$ cat config.mk
export PLATFORM = sky130hd
export DESIGN_NAME = cla_dispatch
export DESIGN_NICKNAME = d
export VERILOG_FILES = /design/src/rtl/cla_dispatch.sv
export SDC_FILE = /design/constraint.sdc
export NUM_CORES = 1
export LEC_CHECK = 0
export ABC_AREA = 0
export CAP_MARGIN = 15
export CORE_ASPECT_RATIO = 0.75
export CORE_UTILIZATION = 35
export CTS_BUF_LIST = sky130_fd_sc_hd__clkbuf_8
export DETAILED_ROUTE_END_ITERATION = 7
export PLACE_DENSITY = 0.54
export SLEW_MARGIN = 5
export SYNTH_ARGS = -nofsm -noshare
export SYNTH_HDL_FRONTEND = slang
export SYNTH_SLANG_ARGS = --single-unit
$ cat constraint.sdc
create_clock -name clk -period 2.95 [get_ports clk]
set_clock_uncertainty 0.05 [all_clocks]
set_input_delay 0.4425 -clock clk [delete_from_list [all_inputs] [get_ports clk]]
set_output_delay 0.4425 -clock clk [all_outputs]
set_load 0.01 [all_outputs]
$ cat src/rtl/cla_dispatch.sv
// cla_dispatch: issue/writeback wrapper around the external 16-bit CLA.
// Holds an 8 x 16 register file and a busy-bit scoreboard. Issued add
// operands go out through a registered execute stage, and the adder sum is
// committed two cycles after issue.
module cla_dispatch (
  input  logic        clk,
  input  logic        rst_n,
  input  logic        instr_valid,
  output logic        instr_ready,
  input  logic [2:0]  instr_rd,
  input  logic [2:0]  instr_rs1,
  input  logic [2:0]  instr_rs2,
  input  logic        ld_valid,
  output logic        ld_ready,
  input  logic [2:0]  ld_addr,
  input  logic [15:0] ld_data,
  output logic [15:0] opa,
  output logic [15:0] opb,
  input  logic [15:0] sum,
  output logic        wb_valid,
  output logic [2:0]  wb_rd,
  output logic [15:0] wb_data,
  output logic        ovf,
  output logic [7:0]  busy,
  output logic [15:0] retired,
  input  logic [2:0]  dbg_addr,
  output logic [15:0] dbg_data
);

  localparam int unsigned DW = 16;
  localparam int unsigned AW = 3;
  localparam int unsigned NR = 8;

  // r0 is held at zero by never being written, so reads need no zero mux
  logic [DW-1:0] rf [NR];

  logic          e_v;
  logic [AW-1:0] e_rd;
  logic          w_v;
  logic [AW-1:0] w_rd;
  logic [DW-1:0] w_data;

  logic          hazard_c;
  logic          issue_c;
  logic          load_c;
  logic          ovf_c;
  logic [NR-1:0] busy_nxt_c;

  // Handshake: loads win over issue; loads only into a drained pipeline
  always_comb begin
    hazard_c    = busy[instr_rs1] | busy[instr_rs2] | busy[instr_rd];
    instr_ready = !hazard_c && !ld_valid;
    ld_ready    = (busy == NR'(0)) && !e_v && !w_v;
    issue_c     = instr_valid && instr_ready;
    load_c      = ld_valid && ld_ready;
  end

  // Scoreboard update: writeback clears first, issue sets after (set wins)
  always_comb begin
    busy_nxt_c = busy;
    if (w_v)
      busy_nxt_c[w_rd] = 1'b0;
    if (issue_c && (instr_rd != AW'(0)))
      busy_nxt_c[instr_rd] = 1'b1;
    busy_nxt_c[0] = 1'b0;
  end

  // Signed overflow of the add currently in execute
  always_comb begin
    ovf_c = e_v && (opa[DW-1] == opb[DW-1]) && (sum[DW-1] != opa[DW-1]);
  end

  // Register file: preload or writeback (never both, ld_ready excludes w_v)
  always_ff @(posedge clk) begin
    if (!rst_n) begin
      for (int i = 0; i < NR; i++)
        rf[i] <= DW'(0);
    end else if (load_c) begin
      if (ld_addr != AW'(0))
        rf[ld_addr] <= ld_data;
    end else if (w_v) begin
      if (w_rd != AW'(0))
        rf[w_rd] <= w_data;
    end
  end

  // Issue, execute and writeback pipeline registers plus status
  always_ff @(posedge clk) begin
    if (!rst_n) begin
      opa     <= DW'(0);
      opb     <= DW'(0);
      e_v     <= 1'b0;
      e_rd    <= AW'(0);
      w_v     <= 1'b0;
      w_rd    <= AW'(0);
      w_data  <= DW'(0);
      busy    <= NR'(0);
      ovf     <= 1'b0;
      retired <= DW'(0);
    end else begin
      if (issue_c) begin
        opa  <= rf[instr_rs1];
        opb  <= rf[instr_rs2];
        e_rd <= instr_rd;
      end
      e_v <= issue_c;
      w_v <= e_v;
      if (e_v) begin
        w_data <= sum;
        w_rd   <= e_rd;
      end
      busy <= busy_nxt_c;
      if (ovf_c)
        ovf <= 1'b1;
      if (w_v)
        retired <= retired + DW'(1);
    end
  end

  // Writeback port mirrors the W stage register
  always_comb begin
    wb_valid = w_v;
    wb_rd    = w_rd;
    wb_data  = w_data;
  end

  // Debug read shows the current (pre-write) contents
  always_comb begin
    dbg_data = rf[dbg_addr];
  end

endmodule

# After elaboration in Yosys (flattened, before gate mapping)
# Memory sizes are Yosys's and may differ from the RTL's. A register that Yosys moved wholly into a read port is not among the register bits.
# Index checks and enable logic that the tools add are counted.
# totals
regBits,49
ramBits,128
inputBits,51
out_inout_bits,95
elab_cells,74
n_memories,1
# op_classes
addsub,1
order_cmp,6
eq_ne,2
mux,28
bitwise,5
reduce_logical,22
# mem_list
memory,words,word_bits,read_ports,rd_clocked_by_memory_dff,write_ports,line_no,source
rf,8,16,3,2,8,35,logic [DW-1:0] rf [NR];
# ops
operator,count
$mux 16,2
$reduce_or 16->1,2
$mux 1,17
$add 16x1->16 const B,1
$lt 3x4->1 const B,4
$mux 8,2
$logic_and 1x1->1,10
$bmux 1 s3,3
$reduce_bool 3->1,3
$and 8x8->8,1
$logic_not 8->1,1
$not 8->8,1
$or 8x8->8,1
$demux 1 s3,2
$ge 3x1->1 const B,2
$logic_not 1->1,6
$mux 3,2
$or 1x1->1,2
$eq 1x1->1,1
$ne 1x1->1,1

# Depth between registers and ports, before layout
# Gate-level depths: netlist (run 1).
# depth
word_depth,10
depth_mapped,8
depth_no_buf,5

# Least setup slack after synthesis (run 1)
# Ideal clock, no wire load.
# synth_timing
path_type,reg-to-reg
from,"register w_rd[2], in the netlist wb_rd[2]"
to,memory rf[7][0] (enable)
setup_time_ns,0.372
arrival_time_ns,2.347
required_ns,2.528
slack_ns,0.182
path_stages_with_launch,9
synth_period_minus_slack_ns,2.768
path_cell_list,dfxtp_1 -> buf_2 -> o311ai_0 -> buf_2 -> nand3_1 -> o21ai_0 -> nand2_1 -> clkbuf_1 -> nand2_1
# synth_rtl
item,line_no,source
start: declaration,40,logic [AW-1:0] w_rd;
start signal: assignment,110,w_rd <= e_rd;
end: declaration,35,

# Worst setup path after layout (run 1)
# layout_timing
from,input port dbg_addr[1]
to,output port dbg_data[3]
# layout_via
elab_chain_len,1
# layout_lines
item,line_no,source
start: declaration,26,"input logic [2:0] dbg_addr,"
$mem_v2 8x16,--,
end: declaration,27,output logic [15:0] dbg_data
# No other way between the ends.

==> results of run 1 <==
[metrics by stage]
stage                     utilization  instance area [µm²]  worst slack, ps  power, mW  hold WS [ps]
final                           0.468                13800             56.0       7.28           414
after global routing            0.468                13800             25.8       7.57           444
after CTS                       0.468                13800             3.28       7.36           419
after detailed placement        0.442                13000             -286       4.50           407
after global placement          0.442                13000             -267       4.49           402
after floorplan                     -                10700              182       3.96           388
[area by class of cell]
type | instances | area, µm²
Tap cell | 392 | 490
Clock buffer | 43 | 592
Inverter | 3 | 11.3
Multi-Input combinational cell | 543 | 5010
Timing Repair Buffer | 206 | 2070
Sequential cell | 208 | 5450
Fill cell | 2673 | 15700
Clock inverter | 25 | 185
[logic make-up after synthesis]
kind of cell | share of synthesized area
flip-flops | 0.510
XOR/XNOR | 0.0115
AO/OA/AOI/OAI | 0.0624
adder cells (fa/ha/maj) | 0.00117
other | 0.000351
AND/OR/NAND/NOR | 0.0877
multiplexers | 0.299
buffers and inverters | 0.0282
[registers in the layout, indices dropped and copies added, names as in the netlist]
| signal | cells |
|---|---|
| wb_data | 16 |
| e_v | 1 |
| rf | 128 |
| opa | 16 |
| retired | 16 |
| ovf | 1 |
| wb_rd | 3 |
| opb | 16 |
| e_rd | 3 |
| wb_valid | 1 |
| busy | 7 |
[cell usage in the layout, fill, tap and decap left out, types with 12 or more instances in the layout]
cell,Yosys,final
a21oi_1,34,34
a311oi_1,32,32
buf_12,0,15
buf_4,2,47
clkbuf_8,0,43
clkdlybuf4s50_1,0,140
conb_1,1,17
dfxtp_1,80,80
edfxtp_1,128,128
inv_1,2,13
mux2_2,19,19
mux2i_1,74,74
mux4_2,98,98
nand2_1,32,32
nor2_1,153,153
xor2_1,12,12
[power by group]
part	leakage [nW]	internal [mW]	switching (mW)	total (mW)
clock network	0.436	1.60	1.25	2.85
logic	2.64	0.576	0.532	1.11
registers	1.95	3.23	0.0987	3.33
total	5.03	5.40	1.88	7.28
[what timing repair did]
action	in CTS	in global routing
hold endpoints to repair	0	0
pin swaps	1	1
endpoints found under the setup margin	1	1
gates resized for setup	2	1
[tightest hold or removal path, stage by stage (launching register included)]
cell and delay, ps:
dfxtp_1 330, a21oi_1 40, nor2_1 60
[worst paths after layout]
kind | depth (start not counted) | slack (ps) | endpoint
min | 2 | 410 | ovf
max | 5 | 60 | dbg_data[3]
min reg2reg | 2 | 410 | ovf
max reg2reg | 5 | 510 | rf[4][10]
[per-layer routing]
layer | share of wire | wire [µm]
met4 | 0.015 | 497
met3 | 0.080 | 2570
met1 | 0.47 | 15200
met5 | 0 | 0
met2 | 0.43 | 14000
==> impl_metrics.yaml, run 1 <==
die:
  die_area_mm2: 0.0312
  core_area_mm2: 0.0295
  io_pins: 146
  initial_core_util: 0.362
  die_w_um: 204
  die-height_um: 153
  std_cell_rows: 54
critical_path:
  slowest_stage: "clkdlybuf4s50_1"
  cpMostUsedCell: "clkdlybuf4s50_1"
  setup.worst_path.start: "dbg_addr[1]"
  startpoint_type: "primary input"
  path_delay_family: "buffers and inverters"
  critPathRequiredTime_ps: 2460
  cp.arrival_ps: 2400
  cp_max_fo: 32
  crit_type: "primary input to output pin"
  rr_startpoint: "wb_rd[2]"
  max_stage_delay_ps: 510
  crit_buf_inv: 3
  crit_chain: "clkdlybuf4s50_1 > buf_12 > mux4_2 > mux2_2 > clkdlybuf4s50_1"
  crit_path_end_kind: "output pin"
cells_and_area:
  layout-drive-gt1-share: 0.232
  nets: 1052
  n_antenna_cell: 0
  instances_no_fill: 1420
  area_growth_pct: 29.3
sta:
  fin_crit_sh: 0.981
  setup_viol: 0
  fmax_mhz: 346
  grt_setup_unrepaired: "false"
  drv_slew: 0
  slew_headroom: 0.526
  timing.final.crit_period_ps: 2890
  worst-slew-pin-transition_ps: 711
  fin_tns_setup_ps: 0
  hold_violations: 0
clock_tree:
  worst_skew_pair.late_latency_ps: 550
  htree_levels: 2
  clockBufferDepth: 3
  cts.sinks: 208
  root_buffer: "clkbuf_8"
  clkTransAtPathRegs_ps: 60
  holdBufCountCts: 0
  cts_made_buffers: 38
  cts_setup_buffers: 0
  cts_tree: "done"
route:
  ant_nets: 0
  vias: 7823
  drc: 0
  post_drt_via_cell_ratio: 5.51
  wl_per_cell_um: 22.7
  dr.pass1.iters: 5
  finalWirelength_mm: 32.2
  drt_iter0_markers: 614
global_route:
  met2_usage: 0.292
  grt_overflow: 0
  grt.busiest_layer: "met1"
  grt_max_degree: 46
  grtUsageMet1: 0.316
  antenna_found_initial: 0
  grt_pass1_vias: 7590
  grt_pass1_wl_mm: 47.8
  track_usage: 0.206
  use_met3: 0.0452
logic_synthesis:
  netlist_top_cells_count: "nor2_1 (153), edfxtp_1 (128), mux4_2 (98)"
  synth.top_cell.area_share: 0.360
  synth_cell_types: 45
  synth_top_area_cell: "edfxtp_1"
  async_reset_ff_frac: 0
  syn_avg_cell_area_um2: 13.2
  synth_seq_cells: 208
  ys_warn_count: 0
  synthTopCellsByArea: "edfxtp_1 (36%), mux4_2 (21%), dfxtp_1 (15%), mux2i_1 (6.9%), nor2_1 (5.4%)"
  synth_ff_type: "edfxtp_1"
  syn_inst: 809
  syn_area_mm2: 0.0107
  yosysMostFrequentCell: "nor2_1"
  synth-edff-count: 128
  seq_area_frac_synth: 0.510
place:
  dpl.cell_count: 1352
  port_buffers: 144
  place_hpwl_mm: 21.0
  place_congestion: 0.776
power_and_ir_drop:
  vdd.ir_drop.worst_mv: 0.358
  p_per_area_mw_per_mm2: 527
  p_leak_nw: 5.03
run:
  cap_viol_max_count: 0
hold_path:
  worstHoldPathType: "flop to flop"
  hold_start: "ovf"
outcome:
  status: "finished clean"
(Power assumes the default switching activity.)
==> inputs of run 2 (changes only) <==
HOLD_SLACK_MARGIN = 0.02   (was unset)
PLACE_DENSITY = 0.66   (was 0.54)
==> run 2 against run 1 <==
Effect of this change:
- final cell count shrank 0.21%
- first-iteration DRC count shrank 7.3%
- worst setup slack lost 20 ps
==> impl_metrics.yaml, run 2 (synthesis gave the netlist of run 1 again) <==
outcome:
  status: "finished clean"
route:
  dr.pass1.iters: 5
  wl_per_cell_um: 21.4
  wl_met2_mm: 13.0
  drc: 0
  ant_nets: 0
  finalWirelength_mm: 30.4
  wl_met1_mm: 14.1
  vias: 7751
  drt_iter0_markers: 569
  post_drt_via_cell_ratio: 5.47
  dr_wl_met3_mm: 2.81
  top_layer_used: "met5"
power_and_ir_drop:
  vdd.ir_drop.worst_mv: 0.378
  power_frac_seq: 0.463
  combPwrFrac: 0.152
  switching_power_mw: 1.83
  p_sw_frac: 0.255
  clockPowerShare: 0.384
  intPower_mw: 5.35
  p_leak_nw: 5.01
  p_per_area_mw_per_mm2: 523
critical_path:
  critPathRequiredTime_ps: 2460
  crit_type: "primary input to output pin"
  cp_max_fo: 32
  crit_path_end_kind: "output pin"
  startpoint_type: "primary input"
  cp.arrival_ps: 2420
clock_tree:
  cts_tree: "done"
  htree_levels: 2
  clkTransAtPathRegs_ps: 60
  root_buffer: "clkbuf_8"
  cts.sinks: 208
  worst_skew_pair.late_latency_ps: 550
  cts_made_buffers: 37
  holdBufCountCts: 0
  clockBufferDepth: 3
run:
  cap_viol_max_count: 0
cells_and_area:
  ff_latch_area_mm2: 0.00545
  multi_input_area_mm2: 0.00501
  final_common_cell: "nor2_1"
  top_register: "rf"
  nets: 1050
  nFillCells: 2616
  area_growth_pct: 28.6
  n_antenna_cell: 0
  layout-drive-gt1-share: 0.232
  mostFrequentLayoutCells: "nor2_1 (153), clkdlybuf4s50_1 (139), edfxtp_1 (128)"
  final_area_mm2: 0.0137
  largest_reg_flops: 128
global_route:
  antenna_found_initial: 1
  track_usage: 0.193
  grt_pass1_vias: 7511
  grt_max_degree: 44
  grt_pass1_wl_mm: 45.6
  grt_overflow: 0
die:
  initial_core_util: 0.362
  die-height_um: 153
  core_area_mm2: 0.0295
  io_pins: 146
  die_w_um: 204
  die_area_mm2: 0.0312
  std_cell_rows: 54
place:
  place_area_mm2: 0.0130
  place_congestion: 0.836
  port_buffers: 144
  dp_slack_ps: -270
  place_hpwl_mm: 20.7
sta:
  drv_slew: 0
  fin_crit_sh: 0.988
  fin_tns_setup_ps: 0
  hold_violations: 0
  timing.final.crit_period_ps: 2910
  fin_ws_ps: 35.7
  fmax_mhz: 343
  worst-slew-pin-transition_ps: 729
  setup_viol: 0
  slew_headroom: 0.513
  grt_setup_unrepaired: "false"
hold_path:
  worstHoldPathType: "flop to flop"
[run 2: cell types whose count changed in the layout (fill, tap and decap cells not counted), moves of 2 or more]
cell,previous run,this run
buf_12,15,11
clkinv_1,6,2
buf_4,47,50
clkbuf_8,43,45
[run 2: final timing paths]
kind / startpoint / to / slack, ps / depth (start not counted)
worst min-delay path: e_rd[2] / e_rd[2] / 420 / 2
worst max register to register: busy[7] / busy[4] / 570 / 7
worst min register to register: e_rd[2] / e_rd[2] / 420 / 2
worst max-delay path: dbg_addr[1] / dbg_data[5] / 40 / 5
[run 2: power groups by stage]
stage	clock network (mW)	logic, mW	registers, mW
after detailed placement	0	1.09	3.39
final	2.76	1.09	3.33
after CTS	2.83	1.10	3.33
after global placement	0	1.09	3.37
after global routing	2.95	1.16	3.34
after floorplan	0	0.590	3.37
[run 2: final cells by class]
cell class | count | area share
Tap cell | 392 | 0.0357
Timing Repair Buffer | 205 | 0.147
Multi-Input combinational cell | 543 | 0.365
Clock inverter | 21 | 0.0105
Clock buffer | 45 | 0.0451
Inverter | 3 | 0.000819
Sequential cell | 208 | 0.396
[run 2: routing by layer]
layer / vias up / global-route usage
li1: 3501 / -
met1: 3855 / 0.301
met2: 361 / 0.274
met3: 32 / 0.0352
met4: 2 / 0.0487
met5: - / 0
[run 2: critical path: stages]
cell and delay [ps]:
clkdlybuf4s50_1 500, buf_12 250, mux4_2 390, mux2_2 320, clkdlybuf4s50_1 490
[run 2: through the flow]
| stage | hold WS (ps) | std cells | power, mW | util |
|---|---|---|---|---|
| floorplan | 388 | 825 | 3.96 | - |
| global placement | 398 | 1351 | 4.46 | 0.440 |
| detailed placement | 409 | 1351 | 4.48 | 0.440 |
| CTS | 427 | 1417 | 7.25 | 0.465 |
| global route | 438 | 1417 | 7.45 | 0.466 |
| finish | 423 | 1417 | 7.18 | 0.466 |
[run 2: what timing repair did]
| item | in CTS | in global routing |
|---|---|---|
| buffers inserted | 0 | 0 |
| setup endpoints to repair | 1 | 1 |
| gates resized for setup | 1 | 1 |
